<file path="src/rtl/mac_seq.sv">
// Sequential multiply-accumulate over N_TAPS sample/coefficient pairs with valid/ready I/O.
// Define MAC_SEQ_SAT_EN to saturate each add; the default build wraps modulo 2^ACC_W.
module mac_seq #(
  parameter int N_TAPS = 64,
  parameter int ACC_W  = 32
) (
  input  logic                      clk,
  input  logic                      reset,
  input  logic                      cwr_en,
  input  logic [$clog2(N_TAPS)-1:0] cwr_addr,
  input  logic [15:0]               cwr_data,
  input  logic                      in_valid,
  input  logic [15:0]               in_data,
  output logic                      in_ready,
  input  logic                      start,
  output logic                      busy,
  output logic [ACC_W-1:0]          out,
  output logic                      out_valid,
  input  logic                      out_ready,
  output logic                      done
);

  localparam int AW = $clog2(N_TAPS);

  typedef enum logic [1:0] {S_IDLE, S_RUN, S_HOLD} state_t;

  state_t                   r_state, w_state_nxt;
  logic [AW:0]              r_count;
  logic [AW-1:0]            r_index;
  logic signed [ACC_W-1:0]  r_acc;
  logic                     r_done;
  logic [15:0]              r_coef   [N_TAPS];
  logic [15:0]              r_sample [N_TAPS];

  logic                     w_push, w_start_ok, w_last, w_consume;
  logic signed [15:0]       w_samp_s, w_coef_s;
  logic signed [31:0]       w_prod;
  logic signed [ACC_W-1:0]  w_prod_ext, w_acc_nxt;

  always_comb begin
    w_state_nxt = r_state;
    in_ready    = 1'b0;
    busy        = 1'b0;
    out_valid   = 1'b0;
    w_push      = 1'b0;
    w_start_ok  = 1'b0;
    w_last      = 1'b0;
    w_consume   = 1'b0;
    case (r_state)
      S_IDLE: begin
        in_ready   = (r_count < (AW+1)'(N_TAPS));
        w_push     = in_valid & in_ready;
        // start is judged on the count before this edge, so a push+start at N-1 only pushes
        w_start_ok = start && (r_count == (AW+1)'(N_TAPS));
        if (w_start_ok) w_state_nxt = S_RUN;
      end
      S_RUN: begin
        busy   = 1'b1;
        w_last = (r_index == AW'(N_TAPS-1));
        if (w_last) w_state_nxt = S_HOLD;
      end
      S_HOLD: begin
        out_valid = 1'b1;
        w_consume = out_ready;
        if (w_consume) w_state_nxt = S_IDLE;
      end
      default: w_state_nxt = S_IDLE;
    endcase
  end

  assign w_samp_s   = r_sample[r_index];
  assign w_coef_s   = r_coef[r_index];
  assign w_prod     = 32'(w_samp_s) * 32'(w_coef_s);
  assign w_prod_ext = ACC_W'(w_prod);

`ifdef MAC_SEQ_SAT_EN
  localparam logic signed [ACC_W-1:0] ACC_MAX = {1'b0, {(ACC_W-1){1'b1}}};
  localparam logic signed [ACC_W-1:0] ACC_MIN = {1'b1, {(ACC_W-1){1'b0}}};
  logic signed [ACC_W:0] w_sum_wide;

  assign w_sum_wide = (ACC_W+1)'(r_acc) + (ACC_W+1)'(w_prod_ext);

  always_comb begin
    w_acc_nxt = w_sum_wide[ACC_W-1:0];
    if (w_sum_wide[ACC_W] != w_sum_wide[ACC_W-1])
      w_acc_nxt = w_sum_wide[ACC_W] ? ACC_MIN : ACC_MAX;
  end
`else
  assign w_acc_nxt = r_acc + w_prod_ext;
`endif

  always_ff @(posedge clk) begin
    if (reset) begin
      r_state <= S_IDLE;
      r_count <= '0;
      r_index <= '0;
      r_acc   <= '0;
      r_done  <= 1'b0;
    end else begin
      r_state <= w_state_nxt;
      r_done  <= 1'b0;
      case (r_state)
        S_IDLE: begin
          if (w_push) r_count <= r_count + (AW+1)'(1);
          if (w_start_ok) begin
            r_acc   <= '0;
            r_index <= '0;
          end
        end
        S_RUN: begin
          r_acc   <= w_acc_nxt;
          r_index <= r_index + AW'(1);
          if (w_last) r_done <= 1'b1;
        end
        S_HOLD: if (w_consume) r_count <= '0;
        default: ;
      endcase
    end
  end

  // Storage is not reset: coefficients must survive a reset
  always_ff @(posedge clk) begin
    if (!reset && cwr_en && r_state != S_RUN) r_coef[cwr_addr] <= cwr_data;
    if (!reset && w_push) r_sample[r_count[AW-1:0]] <= in_data;
  end

  assign out  = r_acc;
  assign done = r_done;

endmodule

</file>
<file path="config.mk">
export PLATFORM = sky130hd
export DESIGN_NAME = mac_seq
export DESIGN_NICKNAME = d
export VERILOG_FILES = /design/src/rtl/mac_seq.sv
export SDC_FILE = /design/constraint.sdc
export NUM_CORES = 2
export LEC_CHECK = 0
export CAP_MARGIN = 20
export CORE_UTILIZATION = 40
export DETAILED_ROUTE_END_ITERATION = 8
export PLACE_DENSITY = 0.61
export SLEW_MARGIN = 25
export SYNTH_ARGS = -nofsm -noshare
export SYNTH_HDL_FRONTEND = slang
export SYNTH_SLANG_ARGS = --single-unit
</file>
<file path="constraint.sdc">
create_clock -name clk -period 7.7 [get_ports clk]
set_input_delay 2.31 -clock clk [delete_from_list [all_inputs] [get_ports clk]]
set_output_delay 2.31 -clock clk [all_outputs]
set_load 0.02 [all_outputs]
</file>
==> impl_metrics.yaml <==
placed_design:
  gp_congestion: 0.8730
  dpl.hpwl_um: 142600
  portBuffers: 79
  placed_area_um2: 99820
timing:
  tightestPinTransition_ns: 1.049
  finClkSkew_ns: 0.03106
  relSlewSlack_pct: 29.98
  slew_viol_final: 0
  min_period_ns: 8.177
  fmax_ghz: 0.1223
  setup_viol: 17
  setup_slack_ns: -0.4767
  timing.final.crit_share_pct: 106.2
  final_hold_viol_count: 0
  grt_setup_unrepaired: "true"
  timing.hold.ws_ns: 0.5172
  fin_tns_setup_ns: -4.880
worst_setup_path:
  start_kind: "register"
  cp-end-kind: "register"
  required_ns: 8.42
  worst_ep_arrival_time_ns: 8.90
  cpPeakStageDelay_ns: 0.55
  critPathMaxFanout: 8
  critPathKind: "register to register"
  cpMostUsedCell: "fa_1"
  slowest_stage: "fa_1"
clock_network:
  clk_pin_slew_ns: 0.06
  htree_levels: 4
  clk_latency_ns: 0.84
  postCtsHoldBufs: 0
  cts_made_buffers: 199
  cts_root_buffer: "clkbuf_16"
  cts_tree: "built"
  clk_path_buf_depth: 3
  cts.sinks: 2102
synth:
  synth_top_family_by_area: "multiplexers"
  ys.flop_type: "edfxtp_1"
  synthArstFlopShare_pct: 0
  synth_edf_count: 2048
  synth_fp_nets: 5005
  synth-seq-cells: 2102
  ys_types: 61
  synth_area_um2: 91190
  ys_seq_area_share_pct: 68.62
  syn_inst: 4568
  synthAdderAreaFrac_pct: 7.796
  synth_compound_gate_area_share_pct: 1.393
  yosys.area_share.simple_pct: 2.773
  syn_avg_cell_area_um2: 19.96
  yosys-mux-area-fraction_pct: 16.31
  synth_xor_area_share_pct: 0.4034
  yosysWarnings: 0
detailed_routing:
  ant_nets: 0
  first_pass_iters: 8
  routed_wl_um: 229100
  drc: 0
  vias: 46150
  drt_iter0_drc: 4863
  routed_via_density: 5.489
  wire_per_inst_um: 27.26
worst_hold_path:
  hp-class: "register to register"
power:
  cellPowerDensity_nw_per_um2: 251.6
  p_leak_nw: 35.61
  finalPower_w: 0.02709
  peakVddDrop_mv: 0.2767
final_layout:
  final_util_pct: 47.69
  final_nets: 5672
  postLayoutCellArea_um2: 107700
  drive_gt1_share_pct: 33.43
  area_delta_synth_final_pct: 18.05
floorplanning:
  core_area_um2: 225800
  die_area_um2: 229900
  dieWidth_um: 479.5
  initial_utilization_pct: 40.39
  io_pins: 80
  rows: 174
  die_h_um: 479.5
run_status:
  outcome: "finished, violations left"
  violations: "negative setup slack"
grt:
  grt-ovfl-total: 0
  grt_pass1_wl_um: 333800
  grt_max_degree: 65
  grt_antenna_before_repair: 19
  grt_usage_pct: 20.01
  grt_pass1_vias: 47760
flow_run:
  drv_cap: 0
-- what timing repair did --
item,4_1_cts,5_1_grt
resized for setup,27,107
setup buffers,31,49
setup endpoints to repair,20,20
gates cloned,7,2
pin swaps,4,47
-- cell type report --
class / instances / area [µm²]
diodes: 10 / 25.02
clock buffers: 255 / 5314
clock inverters: 116 / 989.7
fillers: 18490 / 118100
inverters: 353 / 1325
multi-input cells: 1898 / 27000
flip-flops and latches: 2102 / 62600
well taps: 2992 / 3744
repair buffers: 681 / 6658
-- cells in the mapped netlist, types with 9 or more instances --
| cell | instances | area share (%) |
|---|---|---|
| a22oi_1 | 22 | 0.18 |
| xnor2_1 | 29 | 0.28 |
| nor2_1 | 328 | 1.4 |
| mux2i_1 | 43 | 0.47 |
| buf_4 | 14 | 0.12 |
| buf_6 | 25 | 0.31 |
| a21o_1 | 16 | 0.13 |
| buf_2 | 71 | 0.39 |
| mux2_2 | 25 | 0.31 |
| ha_1 | 101 | 1.4 |
| a21oi_1 | 37 | 0.20 |
| edfxtp_1 | 2048 | 67 |
| nand2_1 | 122 | 0.50 |
| fa_1 | 292 | 6.4 |
| nor2b_1 | 20 | 0.14 |
| a22o_1 | 14 | 0.13 |
| or2_2 | 9 | 0.062 |
| o21ai_0 | 22 | 0.12 |
| clkbuf_1 | 89 | 0.37 |
| dfxtp_1 | 54 | 1.2 |
| nand2b_1 | 36 | 0.25 |
| mux4_2 | 629 | 16 |
| inv_1 | 346 | 1.4 |
| xor2_1 | 13 | 0.12 |
| o21ai_2 | 13 | 0.12 |
| buf_1 | 16 | 0.066 |
| nand3_1 | 21 | 0.12 |
-- placed cells by master (no fill, tap or decap), drive strengths merged, types with 9 or more instances in the layout --
cell type | synthesis | layout
clkinv | 0 | 89
nand2 | 122 | 122
or2 | 10 | 10
mux4 | 629 | 629
nor2b | 20 | 20
clkinvlp | 0 | 9
fa | 292 | 292
mux2i | 43 | 43
bufinv | 0 | 12
dfxtp | 54 | 54
clkdlybuf4s50 | 0 | 46
diode | 0 | 10
clkbuf | 89 | 257
xor2 | 13 | 13
nand3 | 21 | 21
o21ai | 41 | 41
ha | 101 | 101
a22oi | 22 | 22
a21o | 16 | 16
inv | 353 | 359
nor3 | 9 | 9
a21oi | 42 | 42
xnor2 | 29 | 29
buf | 126 | 630
nor2 | 328 | 328
nand2b | 36 | 36
mux2 | 25 | 25
a22o | 14 | 14
edfxtp | 2048 | 2048
-- state kept, by name (all words and copies together), names as in the netlist, named ones only --
name and flops:
r_coef 1024, out 32, r_count 7, r_sample 1024
done 1, r_state 2, r_index 6
-- through the flow --
step                std cells  setup WS, ns
floorplan                4568      0.002964
global route             8401       -0.6857
CTS                      8348       -0.4690
finish                   8407       -0.4767
global placement         7936       -0.6447
detailed placement       7939       -0.6746
-- power by group --
group	switching [W]	internal, W
Sequential	0.00000654	0.0126
Clock	0.00422	0.00529
Combinational	0.00259	0.00242
-- worst max-delay path, delay by kind of cell, from the launching register on --
kind	cells	cell delay [ns]
compound gates	7	1.26
xor+xnor	1	0.09
fa+ha+maj	7	3.19
buf+inv	11	1.27
flops	1	0.37
mux	3	1.21
simple gates	4	0.63
-- metal layers --
layer  vias up  wire (µm)  track usage (%)
met1     24890      95910            27.92
met4        24       5152            5.074
met5         -        152                0
met2      1664     112300            32.70
li1      19250          -                -
met3       322      15670            3.424
-- worst paths after layout --
path	startpoint	end	slack, ns	depth (start not counted)
setup reg to reg	register	out[30]	-0.48	33
hold / removal	r_index[2]	register	0.52	2
hold reg to reg	r_index[2]	register	0.52	2
setup / recovery	register	out[30]	-0.48	33
-- logic make-up (layout without fill, tap and decap cells) --
group           after synthesis  count (layout)
flops                      2102            2102
mux                         697             697
simple gates                584             584
buf+inv                     568            1405
fa+ha+maj                   393             393
compound gates              182             182
xor+xnor                     42              42
other cells                   0              10
Power figures use the tool's default switching activity.
